==> config.mk <==
export PLATFORM = sky130hd
export DESIGN_NAME = val2_shifter_pipe
export DESIGN_NICKNAME = d
export VERILOG_FILES = /design/src/rtl/val2_shifter_pipe.sv
export SDC_FILE = /design/constraint.sdc
export NUM_CORES = 1
export LEC_CHECK = 0
export ABC_CLOCK_PERIOD_IN_PS = 4700
export BUFFER_PORTS_ARGS = -buffer_cell sky130_fd_sc_hd__buf_2
export CAP_MARGIN = 20
export CELL_PAD_IN_SITES_DETAIL_PLACEMENT = 1
export CELL_PAD_IN_SITES_GLOBAL_PLACEMENT = 2
export CORE_MARGIN = 5
export CORE_UTILIZATION = 35
export CTS_CLUSTER_DIAMETER = 80
export DETAILED_ROUTE_END_ITERATION = 10
export PLACE_DENSITY_LB_ADDON = 0.1
export SYNTH_ARGS = -nofsm -noshare
export SYNTH_HDL_FRONTEND = slang
export SYNTH_SLANG_ARGS = --single-unit
==> constraint.sdc <==
create_clock -name clk -period 4.7 [get_ports clk]
set_clock_uncertainty 0.2 [all_clocks]
set_input_delay 0.47 -clock clk [delete_from_list [all_inputs] [get_ports clk]]
set_output_delay 0.47 -clock clk [all_outputs]
set_load 0.1 [all_outputs]
==> src/rtl/val2_shifter_pipe.sv <==
// Two-stage ARM Val2 generator: S1 decodes the addressing mode and effective amount,
// S2 runs a log2(WIDTH)-level barrel shifter and registers Val2/carry. Stall-all handshake.
module val2_shifter_pipe #(
    parameter int WIDTH = 32,
    parameter int SHW   = $clog2(WIDTH)
) (
    input  logic             clk,
    input  logic             rst,
    input  logic             in_valid,
    output logic             in_ready,
    input  logic             imm,
    input  logic             for_mem,
    input  logic             reg_shift,
    input  logic [11:0]      shifter_operand,
    input  logic [WIDTH-1:0] Val_Rm,
    input  logic [7:0]       Val_Rs,
    input  logic             carry_in,
    output logic             out_valid,
    input  logic             out_ready,
    output logic [WIDTH-1:0] Val2_out,
    output logic             carry_out
);

    typedef enum logic [1:0] {MODE_MEM, MODE_IMM, MODE_ISH, MODE_RSH} mode_t;
    typedef enum logic [1:0] {SH_LSL, SH_LSR, SH_ASR, SH_ROR} shift_t;

    // One 2:1 mux level per amount bit; each level shifts by a constant power of two.
    function automatic logic [WIDTH-1:0] barrel(
        input logic [WIDTH-1:0] d,
        input logic [SHW-1:0]   k,
        input shift_t           op,
        input logic             fill
    );
        logic [WIDTH-1:0] r;
        int unsigned      s;
        r = d;
        for (int unsigned i = 0; i < SHW; i++) begin
            s = 32'd1 << i;
            if (k[i]) begin
                case (op)
                    SH_LSL:  r = r << s;
                    SH_LSR:  r = r >> s;
                    SH_ASR:  r = (r >> s) | (~({WIDTH{1'b1}} >> s) & {WIDTH{fill}});
                    default: r = (r >> s) | (r << (WIDTH - s));
                endcase
            end
        end
        return r;
    endfunction

    logic             en;
    logic             s1_valid;
    mode_t            s1_mode;
    shift_t           s1_type;
    logic [11:0]      s1_opnd;
    logic [WIDTH-1:0] s1_rm;
    logic             s1_c;
    logic [8:0]       s1_n;

    mode_t            d_mode;
    logic [8:0]       d_n;
    logic [8:0]       rot2;

    assign en       = !out_valid || out_ready;
    assign in_ready = en;

    always_comb begin
        d_mode = MODE_ISH;
        d_n    = '0;
        rot2   = {4'b0, shifter_operand[11:8], 1'b0};
        if (for_mem) begin
            d_mode = MODE_MEM;
        end else if (imm) begin
            d_mode = MODE_IMM;
            d_n    = rot2 & 9'(WIDTH - 1);
        end else if (reg_shift) begin
            d_mode = MODE_RSH;
            d_n    = {1'b0, Val_Rs};
        end else begin
            d_n    = {4'b0, shifter_operand[11:7]};
        end
    end

    logic [WIDTH-1:0] m;
    logic             msb;
    logic [SHW-1:0]   k;
    logic [SHW-1:0]   k_neg;
    logic [SHW-1:0]   k_dec;
    logic             nz;
    logic             big;
    logic             eq;
    logic [WIDTH-1:0] rot_src;
    logic [WIDTH-1:0] sh_res;
    logic [WIDTH-1:0] v_nxt;
    logic             c_nxt;

    assign m       = s1_rm;
    assign msb     = s1_rm[WIDTH-1];
    assign k       = s1_n[SHW-1:0];
    assign k_neg   = ~k + SHW'(1);
    assign k_dec   = k - SHW'(1);
    assign nz      = (s1_n != '0);
    assign big     = (s1_n >= 9'(WIDTH));
    assign eq      = (s1_n == 9'(WIDTH));
    assign rot_src = (s1_mode == MODE_IMM) ? WIDTH'(s1_opnd[7:0]) : m;
    assign sh_res  = barrel(rot_src, k, (s1_mode == MODE_IMM) ? SH_ROR : s1_type, msb);

    // Nonzero immediate amounts follow the register-amount rules, which coincide for n < WIDTH.
    always_comb begin
        v_nxt = '0;
        c_nxt = s1_c;
        case (s1_mode)
            MODE_MEM: begin
                v_nxt = WIDTH'(s1_opnd);
                c_nxt = s1_c;
            end
            MODE_IMM: begin
                v_nxt = sh_res;
                c_nxt = nz ? sh_res[WIDTH-1] : s1_c;
            end
            default: begin
                if (!nz) begin
                    if (s1_mode == MODE_RSH) begin
                        v_nxt = m;
                        c_nxt = s1_c;
                    end else begin
                        case (s1_type)
                            SH_LSL: begin v_nxt = m;                     c_nxt = s1_c; end
                            SH_LSR: begin v_nxt = '0;                    c_nxt = msb;  end
                            SH_ASR: begin v_nxt = {WIDTH{msb}};          c_nxt = msb;  end
                            default: begin v_nxt = {s1_c, m[WIDTH-1:1]}; c_nxt = m[0]; end
                        endcase
                    end
                end else begin
                    case (s1_type)
                        SH_LSL: begin
                            if (big) begin v_nxt = '0; c_nxt = eq ? m[0] : 1'b0; end
                            else     begin v_nxt = sh_res; c_nxt = m[k_neg]; end
                        end
                        SH_LSR: begin
                            if (big) begin v_nxt = '0; c_nxt = eq ? msb : 1'b0; end
                            else     begin v_nxt = sh_res; c_nxt = m[k_dec]; end
                        end
                        SH_ASR: begin
                            if (big) begin v_nxt = {WIDTH{msb}}; c_nxt = msb; end
                            else     begin v_nxt = sh_res; c_nxt = m[k_dec]; end
                        end
                        default: begin
                            if (k == '0) begin v_nxt = m; c_nxt = msb; end
                            else         begin v_nxt = sh_res; c_nxt = m[k_dec]; end
                        end
                    endcase
                end
            end
        endcase
    end

    always_ff @(posedge clk) begin
        if (rst) begin
            s1_valid  <= 1'b0;
            s1_mode   <= MODE_MEM;
            s1_type   <= SH_LSL;
            s1_opnd   <= '0;
            s1_rm     <= '0;
            s1_c      <= 1'b0;
            s1_n      <= '0;
            out_valid <= 1'b0;
            Val2_out  <= '0;
            carry_out <= 1'b0;
        end else if (en) begin
            s1_valid  <= in_valid;
            s1_mode   <= d_mode;
            s1_type   <= shift_t'(shifter_operand[6:5]);
            s1_opnd   <= shifter_operand;
            s1_rm     <= Val_Rm;
            s1_c      <= carry_in;
            s1_n      <= d_n;
            out_valid <= s1_valid;
            Val2_out  <= v_nxt;
            carry_out <= c_nxt;
        end
    end

endmodule
==> results.ini, run 1 <==
[critical_path]
r2r_cells=8
crit_end=carry_out
regToRegSetupSlack_ps=550
cp_max_fo=33
worstSetupPathType=flip-flop to flip-flop
reg2reg_from=s1_n[0]
cp-end-kind=flip-flop
startpoint_type=flip-flop
startpoint=s1_n[0]
r2r-end=carry_out
cp.required_ps=4710
arrival_ps=4170

[placed_design]
hpwlAfterDp_mm=53.3
post-place-ws_ps=623
port_buffers=94
place_congestion=1.04
placed_cell_area_mm2=0.0124

[pwr]
powerDensity_mw_per_mm2=261
irDropWorstVdd_uv=191
power.leakage_nw=4.53

[yosys]
synthTopCellsByArea=dfxtp_1 16%, nand2_1 8.2%, a21oi_1 8.1%
syn_inst=1709
synth.largest_area_cell=dfxtp_1
ys_warn_count=0
ys_ff_latch=90
synth_area_per_cell_um2=6.75
syn-num-nets=1775
synth.cell_area_mm2=0.0115
ys_types=98
synth_edf_count=0
synth_top_area_share=0.156
yosys_most_used_dff=dfxtp_1
async_flop_share=0
synth_seq_area_share=0.156

[timing]
final-setup-viol-count=0
fin_ws_ps=549
hold_viol=0
finalMaxSlewViolations=0
rsz0062_at_grt=false
fmax_ghz=0.241
relSlewSlack=0.235
fin_hold_ws_ps=137
finalCritPeriodShare=0.883
fin_crit_ps=4150
setup_tns_ps=0
worstMarginPinSlew_ps=1140

[clocking]
clkTransAtPathRegs_ps=70
cts_hold_buf=0
clock_latency_ps=370
post_cts_resized=0
postCtsSetupBuffers=0
numCtsBuffers=9
cts.sinks=90
cts_tree=built
root_buffer=clkbuf_16
clockBufferDepth=2
htree_levels=3

[grt]
grt_start_max_net_pins=85
grt_pass1_wl_mm=105
grt.total_usage=0.387
grt_pass1_vias=14800
grt_overflow=0
antenna_found_initial=4

[drt]
wl_per_cell_um=33.6
vias=15400
drc=0
routed_wl_mm=72.5
via_per_inst=7.14
postRouteAntennaNets=0
drt-pass1-iter-count=6
drt_iter0_drc=2161

[flow_run]
max_cap_violations=0

[floorplan]
rows=66
initial_core_util=0.354
num_io_pins=95
core_mm2=0.0325
die_height_um=192
fp.dieArea_mm2=0.0367
dieWidth_um=192

[cells_and_area]
drive_gt1_frac=0.177
num-nets-final=1778
areaGrowthSynthToFinish_pct=10.3
final_cell_area_mm2=0.0127
post-route-util=0.391
final_common_cell=nand2_1
layout_common_cells=251 x nand2_1, 187 x a21oi_1, 153 x nor2_1, 145 x o21ai_0, 94 x buf_2

[outcome]
run_status=complete, no violations

[worst_hold_path]
hp-start=in_valid
hp-class=input port to flip-flop

==> cell usage after synthesis, drive strengths merged (8+ instances only) <==
cell type,n
o211ai,32
and2,11
a21oi,187
nor2,156
a211oi,30
o31ai,18
a311o,8
a31o,9
a22oi,17
a221o,9
nor2b,9
o311ai,11
buf,77
mux4,24
nand2b,21
a211o,17
a311oi,21
a221oi,9
or3b,21
nand3,45
mux2,13
a21o,11
o221ai,14
o21a,12
dfxtp,90
nand2,251
o21ai,154
a31oi,47
or3,8
nor3,46
mux2i,30
nor4,8
o22ai,22
inv,13
clkbuf,116
o211a,8
==> flip-flops by register name, summed over array words and instances (netlist names) <==
signal,cells
s1_valid,1
m,32
out_valid,1
s1_type,1
s1_mode,2
s1_n,8
carry_out,1
s1_opnd,11
s1_c,1
Val2_out,32
==> critical path, cell delays in order, from the launching register on <==
cell	delay, ps
dfxtp_4	630
inv_2	80
ha_1	700
mux4_2	580
mux4_2	470
mux2_2	320
a22o_1	200
o21ai_0	640
a31oi_1	160
==> report_power, final <==
part | switching [W] | internal [W] | leakage [nW]
registers | 0.000113 | 0.000812 | 0.745
logic | 0.00117 | 0.000472 | 3.63
clock network | 0.000339 | 0.000412 | 0.147
==> routing by layer <==
layer,GRT usage,part of all wire,up-vias
li1,-,-,6483
met1,0.525,0.41,7602
met2,0.571,0.41,1099
met3,0.0877,0.11,244
met4,0.205,0.065,2
met5,0,0.00018,-
==> through the flow <==
stage	std cells	total power (W)
final	2160	0.00332
after global routing	2158	0.00341
after CTS	2158	0.00326
after detailed placement	2143	0.00251
after global placement	2143	0.00251
after floorplan	1709	0.00189
==> layout make-up <==
class                      instances  area, um2
clock buffer                      13        280
clock inverter                     2       10.0
multi-input combinational       1410       8790
antenna                            2       5.00
fill                            4219      19800
sequential                        90       1810
timing repair buffer             185       1200
inverter                          16       61.3
tap                              442        553
==> cell families after synthesis <==
logic type,count (synthesis),synth area share
AND/OR/NAND/NOR,616,0.247
buffers and inverters,209,0.0823
AO/OA/AOI/OAI,718,0.420
multiplexers,67,0.0859
flip-flops,90,0.156
adder cells (fa/ha/maj),6,0.00651
XOR/XNOR,3,0.00228
==> worst min path at each step <==
stage,end,slack (ps),cells past startpoint
5_1_grt,m[23],140,3
3_5_place_dp,s1_valid,250,2
3_3_place_gp,s1_valid,240,2
2_1_floorplan,s1_opnd[8],230,2
6_report,s1_valid,140,3
4_1_cts,s1_valid,130,3
(Power assumes the default switching activity.)
==> run 2, diff against run 1 <==
--- a/config.mk
+++ b/config.mk
@@ -10,7 +10,6 @@
 export CAP_MARGIN = 20
 export CELL_PAD_IN_SITES_DETAIL_PLACEMENT = 1
 export CELL_PAD_IN_SITES_GLOBAL_PLACEMENT = 2
-export CORE_MARGIN = 5
 export CORE_UTILIZATION = 35
 export CTS_CLUSTER_DIAMETER = 80
 export DETAILED_ROUTE_END_ITERATION = 10
==> run 2 against run 1 <==
Cell area grew 0.38%. Worst setup slack lost 70 ps. Non-clock buffer count grew 3. Worst hold slack lost 12 ps. Flip-flop and latch count is the same. Clock power grew 4.4%. Power grew 0.65%. Sequential power shrank 1%. First-iteration DRC count shrank 4.8%. Critical path depth grew 2. Wire length shrank 1.6%. Clock-buffer cell count shrank 3. Critical endpoint is now Val2_out[3]. Largest power group unchanged.
==> results.ini, run 2 (synthesis gave the netlist of run 1 again) <==
[clocking]
htree_levels=3
cts_tree=built
postCtsSetupBuffers=0
cts.sinks=90
cts_hold_buf=0
clockBufferDepth=2
clock_latency_ps=380
numCtsBuffers=9
root_buffer=clkbuf_16
post_cts_resized=0
clkTransAtPathRegs_ps=70

[worst_hold_path]
hp-class=input port to flip-flop

[drt]
vias=15300
drc=0
routed_wl_mm=71.4
drt_iter0_drc=2058
via_per_inst=7.07
drt-pass1-iter-count=6
wl_per_cell_um=33.0
postRouteAntennaNets=0

[grt]
grt_pass1_vias=14700
grt_overflow=0
use_met2=0.612
met3_usage=0.0977
grt_start_max_net_pins=103
grt.total_usage=0.422
grt_pass1_wl_mm=103
antenna_found_initial=3
use_met1=0.577
top_usage_layer=met2

[floorplan]
dieWidth_um=184
core_mm2=0.0325
fp.dieArea_mm2=0.0337
die_height_um=184
initial_core_util=0.355
num_io_pins=95
rows=66

[pwr]
p_int_w=0.00170
irDropWorstVdd_uv=194
power.total_w=0.00334
p_comb_frac=0.492
p_sw_w=0.00163
powerDensity_mw_per_mm2=261
clock_power_share=0.235
p_sw_frac=0.489
power.leakage_nw=4.55
seqPwrFrac=0.273

[critical_path]
r2r_cells=10
crit_end=Val2_out[3]
arrival_ps=4250
reg2reg_from=s1_mode[0]
startpoint_type=flip-flop
r2r-end=Val2_out[3]
startpoint=s1_mode[0]
cp_max_fo=37
cp-end-kind=flip-flop
worstSetupPathType=flip-flop to flip-flop
cp.required_ps=4730
regToRegSetupSlack_ps=480

[cells_and_area]
num-nets-final=1781
fin_cells=2163
layout_common_cells=251 x nand2_1, 187 x a21oi_1, 153 x nor2_1, 145 x o21ai_0, 94 x buf_2
fillCellCount=4194
final_common_cell=nand2_1
drive_gt1_frac=0.178
final_cell_area_mm2=0.0128
areaGrowthSynthToFinish_pct=10.7

[placed_design]
placed_cell_area_mm2=0.0125
place_congestion=1.00
port_buffers=94
hpwlAfterDp_mm=53.0
post-place-ws_ps=726
dp.cells=2146

[timing]
relSlewSlack=0.242
finalCritPeriodShare=0.898
hold_viol=0
final-setup-viol-count=0
fmax_ghz=0.237
setup_tns_ps=0
rsz0062_at_grt=false
finalMaxSlewViolations=0
fin_crit_ps=4220
worstMarginPinSlew_ps=1140
fin_ws_ps=479

[flow_run]
max_cap_violations=0

[outcome]
run_status=complete, no violations

run 2: worst min path at each step:
stage	from	end	slack (ps)	depth (start not counted)
after floorplan	s1_opnd[8]	s1_opnd[8]	230	2
after global placement	s1_valid	s1_valid	240	2
after detailed placement	s1_valid	s1_valid	250	2
after CTS	shifter_operand[4]	s1_opnd[4]	120	3
after global routing	shifter_operand[6]	s1_opnd[6]	130	3
final	Val_Rm[21]	m[21]	120	3
run 2: area by class of cell:
type | instances | area [um2] | share of cell area
clock inverters | 6 | 65.1 | 0.00510
diodes | 1 | 2.50 | 0.000196
clock buffers | 10 | 229 | 0.0179
repair buffers | 188 | 1250 | 0.0980
inverters | 16 | 61.3 | 0.00480
multi-input cells | 1410 | 8790 | 0.689
flip-flops and latches | 90 | 1810 | 0.142
well taps | 442 | 553 | 0.0433
run 2: metrics by stage:
step           hold WS [ps]  utilization
6_report                125        0.393
5_1_grt                 132        0.393
4_1_cts                 115        0.393
3_5_place_dp            249        0.384
3_3_place_gp            243        0.384
2_1_floorplan           229            -
run 2: layer usage:
layer / wire length, um / part of all wire / up-vias
met3: 7730 / 0.11 / 213
li1: - / - / 6481
met1: 29900 / 0.42 / 7575
met2: 29700 / 0.42 / 1028
met4: 3940 / 0.055 / 2
met5: 13 / 0.00018 / -
run 2: power by group through the flow:
stage	combinational, W	sequential [W]	clock (W)
final	0.00164	0.000912	0.000784
after global routing	0.00170	0.000913	0.000831
after CTS	0.00158	0.000906	0.000795
after detailed placement	0.00157	0.000924	0
after global placement	0.00158	0.000922	0
after floorplan	0.000884	0.00100	0
run 2: critical path: stages (launching register included):
cell,delay [ps]
dfxtp_1,540
and2b_4,580
buf_4,320
nor2_2,180
a221oi_1,590
a211o_1,240
a2bb2oi_1,180
nor2_1,60
a311oi_1,780
a211o_1,230
a41oi_1,110
